`src/rtl/contador_mod_updown_pkg.sv`:
```
// Shared definitions for the modulo-M counter family: direction encoding
// and the elaboration-time parameter legality test.
package contador_mod_updown_pkg;

   typedef enum logic {
      SOBE  = 1'b0,
      DESCE = 1'b1
   } direcao_t;

   // True when width n and modulus m describe a realisable counter:
   // n >= 2 and 2 <= m <= 2**n.
   function automatic bit param_legal(input int n, input int m);
      if (n < 2) return 1'b0;
      if (m < 2) return 1'b0;
      // Any positive int modulus fits once 2**n exceeds the int range.
      if (n >= 31) return 1'b1;
      return (m <= (1 << n));
   endfunction

endpackage

```
`src/rtl/contador_mod_updown_comparador.sv`:
```
// Unsigned N-bit magnitude comparator: exactly one of igual/menor/maior is high.
module comparador_n #(
   parameter int N = 4
) (
   input  logic [N-1:0] A,
   input  logic [N-1:0] B,
   output logic         igual,
   output logic         menor,
   output logic         maior
);

   // Purely combinational relation of A against B.
   always_comb begin
      igual = (A == B);
      menor = (A <  B);
      maior = (A >  B);
   end

endmodule

```
`src/rtl/contador_mod_updown.sv`:
```
// Modulo-M up/down counter with synchronous clear and load, 74163-style
// enables and ripple carry, registered wrap / load-clamp pulses and a
// built-in magnitude comparator of the count against operand B.
module contador_mod_updown
   import contador_mod_updown_pkg::*;
#(
   parameter int N = 4,
   parameter int M = 16
) (
   input  logic         clock,
   input  logic         reset,
   input  logic         zera_s,
   input  logic         carrega,
   input  logic [N-1:0] D,
   input  logic         enp,
   input  logic         ent,
   input  logic         desce,
   input  logic [N-1:0] B,
   output logic [N-1:0] Q,
   output logic         rco,
   output logic         fim,
   output logic         erro_carga,
   output logic         igual,
   output logic         menor,
   output logic         maior
);

   if (!param_legal(N, M)) begin : g_param_illegal
      $error("contador_mod_updown: illegal parameters N=%0d M=%0d", N, M);
   end

   localparam logic [N-1:0] MAX = (N)'(M - 1);
   localparam logic [N-1:0] UM  = (N)'(1);

   direcao_t dir;
   logic     terminal;

   // Terminal count depends on direction: top of range going up, zero going down.
   always_comb begin
      dir      = direcao_t'(desce);
      terminal = (dir == SOBE) ? (Q == MAX) : (Q == '0);
      rco      = ent & terminal;
   end

   // Counter register and one-cycle status pulses; priority clear > load > count > hold.
   always_ff @(posedge clock or posedge reset) begin
      if (reset) begin
         Q          <= '0;
         fim        <= 1'b0;
         erro_carga <= 1'b0;
      end else begin
         fim        <= 1'b0;
         erro_carga <= 1'b0;
         if (zera_s) begin
            Q <= '0;
         end else if (carrega) begin
            // Out-of-range loads saturate to the top of the count range.
            if (D > MAX) begin
               Q          <= MAX;
               erro_carga <= 1'b1;
            end else begin
               Q <= D;
            end
         end else if (enp && ent) begin
            // Explicit wrap at the range ends instead of relying on N-bit overflow.
            if (terminal) begin
               Q   <= (dir == SOBE) ? '0 : MAX;
               fim <= 1'b1;
            end else begin
               Q <= (dir == SOBE) ? (Q + UM) : (Q - UM);
            end
         end
      end
   end

   comparador_n #(.N(N)) u_comparador (
      .A     (Q),
      .B     (B),
      .igual (igual),
      .menor (menor),
      .maior (maior)
   );

endmodule

```
`config.mk`:
```
export PLATFORM = sky130hd
export DESIGN_NAME = contador_mod_updown
export DESIGN_NICKNAME = d
export VERILOG_FILES = /design/src/rtl/contador_mod_updown_pkg.sv /design/src/rtl/contador_mod_updown_comparador.sv /design/src/rtl/contador_mod_updown.sv
export SDC_FILE = /design/constraint.sdc
export NUM_CORES = 1
export LEC_CHECK = 0
export CAP_MARGIN = 5
export CORE_MARGIN = 4
export CORE_UTILIZATION = 39
export CTS_CLUSTER_DIAMETER = 200
export DETAILED_ROUTE_END_ITERATION = 12
export PLACE_DENSITY = 0.87
export SKIP_LAST_GASP = 1
export SLEW_MARGIN = 40
export SYNTH_ARGS = -nofsm -noshare
export SYNTH_HDL_FRONTEND = slang
export SYNTH_SLANG_ARGS = --single-unit
```
`constraint.sdc`:
```
create_clock -name clock -period 2.55 [get_ports clock]
set_input_delay 0.765 -clock clock [delete_from_list [all_inputs] [get_ports clock]]
set_output_delay 0.765 -clock clock [all_outputs]
set_load 0.01 [all_outputs]
```
==> impl_metrics.env, run 1 <==
export IMPL_r2r_end="Q[3]"
export IMPL_yosysTopAreaCellShare_pct=23.7
export IMPL_syn_inst=61
export IMPL_multi_input_area_sq_um=397
export IMPL_start_util_pct=44.5
export IMPL_hold_slack_ps=731
export IMPL_leakage_nw=0.389
export IMPL_synth_fp_nets=83
export IMPL_async_flop_share_pct=100
export IMPL_clock_sinks=5
export IMPL_avgSynthCellArea_sq_um=8.66
export IMPL_row_count=12
export IMPL_dieArea_sq_mm=0.00201
export IMPL_period_share_pct=98.8
export IMPL_drtPass1Iterations=4
export IMPL_synth_warnings=0
export IMPL_first_global_vias=572
export IMPL_num_antenna_cells=0
export IMPL_finalSetupTns_ps=0
export IMPL_totalWireLength_mm=1.52
export IMPL_path_class="in -> out"
export IMPL_synth_top_cell_by_area="dfrtp_1"
export IMPL_clk_pin_slew_ps=50
export IMPL_fin_util_pct=72.4
export IMPL_yosysSeqAreaShare_pct=23.7
export IMPL_yosysMostFrequentCell="inv_1"
export IMPL_num_vias=570
export IMPL_hold_buffers=0
export IMPL_hold_class="in -> async"
export IMPL_drt_initial_drc_count=15
export IMPL_vdd_ir_drop_max_uv=269
export IMPL_die_x_um=44.8
export IMPL_clockRootBuffer="clkbuf_4"
export IMPL_fin_crit_ps=2520
export IMPL_power_mw=0.322
export IMPL_r2r_start="Q[2]"
export IMPL_cts_path_max_buffers=2
export IMPL_grt_max_degree=8
export IMPL_crit_arrival_ps=1750
export IMPL_end_kind="output port"
export IMPL_io_pins=25
export IMPL_worstRegToRegCells=5
export IMPL_synth_edff_count=0
export IMPL_rsz0062_at_grt="true"
export IMPL_die_h_um=44.8
export IMPL_power_per_cell_area_mw_per_mm2=375
export IMPL_area_delta_synth_final_pct=62.6
export IMPL_slew_viol_final=0
export IMPL_worstPathCellList="buf_6 > inv_4 > ha_4 > nor2b_4 > o21a_1 > o21ai_2 > and2_1 > buf_2"
export IMPL_numCtsBuffers=3
export IMPL_final_antenna_net_count=0
export IMPL_max_stage_delay_ps=190
export IMPL_syn_area_sq_um=528
export IMPL_wire_per_inst_um=14.3
export IMPL_cp_slowest_cell="ha_4"
export IMPL_cap_viol_max_count=0
export IMPL_via_per_inst=5.38
export IMPL_dp_hpwl_mm=1.21
export IMPL_grtUsageTotal_pct=16.3
export IMPL_cp_max_fo=2
export IMPL_clock_latency_ps=240
export IMPL_ys_top_cells_by_area="dfrtp_1, ha_1, a21oi_1"
export IMPL_grt_pass1_wl_mm=2.37
export IMPL_cp_start_kind="input pin"
export IMPL_fillers=92
export IMPL_synthDistinctLibCells=32
export IMPL_finClkSkew_ps=0.631
export IMPL_layout_drive_gt1_share_pct=27.2
export IMPL_synth_common_cells="inv_1, a21oi_1, ha_1"
export IMPL_r2r_setup_slack_ps=950
export IMPL_synth_seq_cells=5
export IMPL_htree_levels=1
export IMPL_gp_congestion=0.790
export IMPL_portBuffers=23
export IMPL_finalNetCount=115
export IMPL_cts_tree="built"
export IMPL_register_area_sq_um=125
export IMPL_finalSetupViolations=0
export IMPL_synth_flop_cell="dfrtp_1"
export IMPL_grt_overflow_total=0
export IMPL_max_freq_mhz=397
export IMPL_cp_required_ps=1790
export IMPL_hold_viol_final=0
export IMPL_antenna_found_initial=0
export IMPL_core_sq_mm=0.00119
export IMPL_drc_errors=0
export IMPL_outcome="finished clean"
==> critical path: cells and delay by family <==
| kind | cells | cell delay, ps |
|---|---|---|
| AO/OA/AOI/OAI | 2 | 290 |
| buffers and inverters | 3 | 270 |
| AND/OR/NAND/NOR | 2 | 250 |
| adder cells (fa/ha/maj) | 1 | 190 |
==> what timing repair did <==
| action | in CTS | in global routing |
|---|---|---|
| pin swaps | 9 | 4 |
| buffers inserted | 0 | 0 |
| endpoints found under the setup margin | 4 | 3 |
| gates resized for setup | 25 | 6 |
==> cell type report <==
class / count / area share (%)
clock buffer: 4 / 3.06
inverter: 7 / 3.35
multi-input combinational: 47 / 46.2
sequential: 5 / 14.6
tap: 14 / 2.04
timing repair buffer: 29 / 30.8
==> how the worst max path moves through the flow <==
stage	from	endpoint	slack, ps	cells after the start
2_1_floorplan	B[1]	menor	140	6
3_3_place_gp	B[1]	menor	-830	8
3_5_place_dp	B[1]	menor	-860	8
4_1_cts	B[1]	menor	-30	8
5_1_grt	B[1]	menor	-50	8
6_report	B[1]	menor	30	8
==> stage by stage <==
stage	cells	setup WS [ps]	area (sq um)
6_report	106	31.1	858
5_1_grt	106	-45.3	858
4_1_cts	106	-34.7	833
3_5_place_dp	102	-864	802
3_3_place_gp	102	-828	802
2_1_floorplan	61	139	528
==> registers in the layout (all words and copies together) (netlist names) <==
name,count
Q,4
fim,1
==> kinds of logic (layout without fill, tap and decap cells) <==
family | after synthesis | in the layout | synth area share, %
other | 1 | 1 | 0.710
adder cells (fa/ha/maj) | 7 | 7 | 18.0
AO/OA/AOI/OAI | 17 | 17 | 20.4
XOR/XNOR | 3 | 3 | 4.98
buffers and inverters | 9 | 40 | 8.53
multiplexers | 1 | 1 | 1.90
AND/OR/NAND/NOR | 18 | 18 | 21.8
flip-flops | 5 | 5 | 23.7
==> placed cells by master, fill, tap and decap left out, types with 3 or more instances in the layout <==
master,n
inv_1,5
buf_4,6
nor2_1,3
clkdlybuf4s50_1,14
ha_1,3
dfrtp_1,5
a21oi_1,6
dlygate4sd2_1,4
clkbuf_4,3
==> layer usage <==
metal | up-vias | wire (um) | GRT usage [%]
met1 | 270 | 623 | 18.3
met3 | 2 | 88 | 4.38
met2 | 19 | 773 | 28.7
met4 | 0 | 30 | 7.02
met5 | - | 0 | 0
li1 | 279 | - | -
==> power by group <==
part	internal, mW	switching [mW]	total (mW)	leakage [nW]
Combinational	0.0743	0.0597	0.134	0.308
Sequential	0.0844	0.00911	0.0935	0.0667
Clock	0.0594	0.0355	0.0949	0.0150
No activity file was read; power rests on OpenSTA's default activity.
==> run 2: changes to the inputs <==
- PLACE_DENSITY: 0.87 -> 0.77
==> impl_metrics.env, run 2 (synthesis results as in run 1) <==
export IMPL_worst_slack_ps=-19.7
export IMPL_hold_class="reg -> reg"
export IMPL_power_switching_mw=0.112
export IMPL_row_count=12
export IMPL_fin_crit_ps=2570
export IMPL_die_x_um=44.8
export IMPL_leakage_nw=0.405
export IMPL_regMostFlops="Q"
export IMPL_slew_viol_final=0
export IMPL_violations="setup timing"
export IMPL_final_antenna_net_count=0
export IMPL_cts_tree="built"
export IMPL_clock_sinks=5
export IMPL_seq_power_share_pct=27.3
export IMPL_totalWireLength_mm=1.65
export IMPL_area_delta_synth_final_pct=67.8
export IMPL_drtPass1Iterations=4
export IMPL_layout_drive_gt1_share_pct=32.6
export IMPL_core_sq_mm=0.00119
export IMPL_end_kind="output port"
export IMPL_design_area_sq_um=886
export IMPL_crit_arrival_ps=1800
export IMPL_finalSetupViolations=1
export IMPL_wire_per_inst_um=15.2
export IMPL_swShare_pct=33.2
export IMPL_rsz0062_at_grt="true"
export IMPL_grt_pass1_wl_mm=2.56
export IMPL_worstPathCellList="buf_6 > inv_4 > ha_4 > nor2b_4 > o21a_1 > o21ai_2 > and2_1 > buf_2"
export IMPL_vdd_ir_drop_max_uv=312
export IMPL_place_ws_ps=-888
export IMPL_outcome="finished, violations left"
export IMPL_num_vias=593
export IMPL_largest_reg_flops=4
export IMPL_portBuffers=23
export IMPL_num_antenna_cells=0
export IMPL_dp_hpwl_mm=1.22
export IMPL_numCtsBuffers=3
export IMPL_cp_start_kind="input pin"
export IMPL_cpLargestDelayFamily="compound AO/OA/AOI/OAI gates"
export IMPL_grt_overflow_total=0
export IMPL_finalSetupTns_ps=-19.7
export IMPL_power_per_cell_area_mw_per_mm2=382
export IMPL_max_stage_delay_ps=200
export IMPL_start_util_pct=44.5
export IMPL_cp_max_fo=2
export IMPL_via_per_inst=5.44
export IMPL_hold_end="fim"
export IMPL_worstHoldStart="Q[0]"
export IMPL_grtUsageTotal_pct=17.6
export IMPL_most_common_layout_cells="clkdlybuf4s50_1, buf_4, dfrtp_1, a21oi_1"
export IMPL_cp_required_ps=1790
export IMPL_cp_slowest_cell="ha_4"
export IMPL_largestRegisters="Q: 4 flops, fim: 1 flops"
export IMPL_drc_errors=0
export IMPL_clock_latency_ps=250
export IMPL_cap_viol_max_count=0
export IMPL_dieArea_sq_mm=0.00201
export IMPL_htree_levels=1
export IMPL_antenna_found_initial=0
export IMPL_cp_num_buf_inv=3
export IMPL_power_mw=0.338
export IMPL_finalNetCount=118
export IMPL_cts_path_max_buffers=2
export IMPL_clk_pin_slew_ps=50
export IMPL_fin_util_pct=74.7
export IMPL_hold_slack_ps=714
export IMPL_worstRegToRegCells=5
export IMPL_instances_no_fill=109
export IMPL_placed_area_sq_um=817
export IMPL_finClkSkew_ps=4.65
export IMPL_r2r_setup_slack_ps=960
export IMPL_clockRootBuffer="clkbuf_4"
export IMPL_final_common_cell="clkdlybuf4s50_1"
export IMPL_path_class="in -> out"
export IMPL_min_path_cells=3
export IMPL_max_freq_mhz=389
export IMPL_gp_congestion=0.818
export IMPL_p_int_mw=0.226
export IMPL_die_h_um=44.8
export IMPL_fillers=95
export IMPL_hold_viol_final=0
export IMPL_io_pins=25
export IMPL_pwr_share_comb_pct=44.2
export IMPL_first_global_vias=564
export IMPL_grt_max_degree=8
export IMPL_r2r_end="Q[3]"
export IMPL_period_share_pct=101
export IMPL_dp_cells=104
export IMPL_drt_initial_drc_count=14
export IMPL_clock_power_share_pct=28.6
export IMPL_r2r_start="Q[2]"
[run 2: cell count changes in the layout (fill, tap and decap cells not counted), sizes merged]
cell / previous run / this run
buf: 9 / 14
dlygate4sd2: 4 / 3
clkdlybuf4s15: 2 / 1
[run 2: final cells by class]
cell class | instances | area (sq um) | share of cell area, %
Tap cell | 14 | 17.5 | 1.98
Timing Repair Buffer | 32 | 275 | 31.1
Inverter | 7 | 28.8 | 3.25
Multi-Input combinational cell | 47 | 413 | 46.6
Sequential cell | 5 | 125 | 14.1
Clock buffer | 4 | 26.3 | 2.97
[run 2: metal layers]
layer	share of wire, %	global-route usage [%]	vias up
met5	0	0	-
met4	0.30	7.02	0
met3	6.2	2.79	2
met2	52	30.7	28
met1	41	21.5	279
li1	-	-	284
[run 2: how the worst max path moves through the flow]
stage                     startpoint  endpoint  slack, ps  depth (start not counted)
after detailed placement        B[1]     menor       -890                          8
after global placement          B[1]     menor       -820                          8
after CTS                       B[1]     menor        -30                          8
final                           B[1]     menor        -20                          8
after floorplan                 B[1]     menor        140                          6
after global routing            B[1]     menor        -70                          8
[run 2: timing repair]
| action | 4_1_cts | 5_1_grt |
|---|---|---|
| endpoints found under the setup margin | 4 | 2 |
| hold buffers | 0 | 0 |
| setup buffers | 1 | 0 |
| hold endpoints to repair | 0 | 0 |
| pin swaps | 6 | 4 |
| gates resized for setup | 32 | 6 |
[run 2: power groups by stage]
stage	Sequential [mW]	Combinational, mW	Clock, mW
detailed placement	0.0918	0.135	0
floorplan	0.0954	0.0615	0
finish	0.0922	0.149	0.0965
global placement	0.0915	0.130	0
global route	0.0930	0.162	0.104
CTS	0.0922	0.137	0.0966
[run 2: worst reg2reg max path: stages, from the launching register on]
cell     delay [ps]
dfrtp_1         470
ha_1            380
a21oi_1         230
nand3_2         100
a31o_1          250
a21oi_2         110
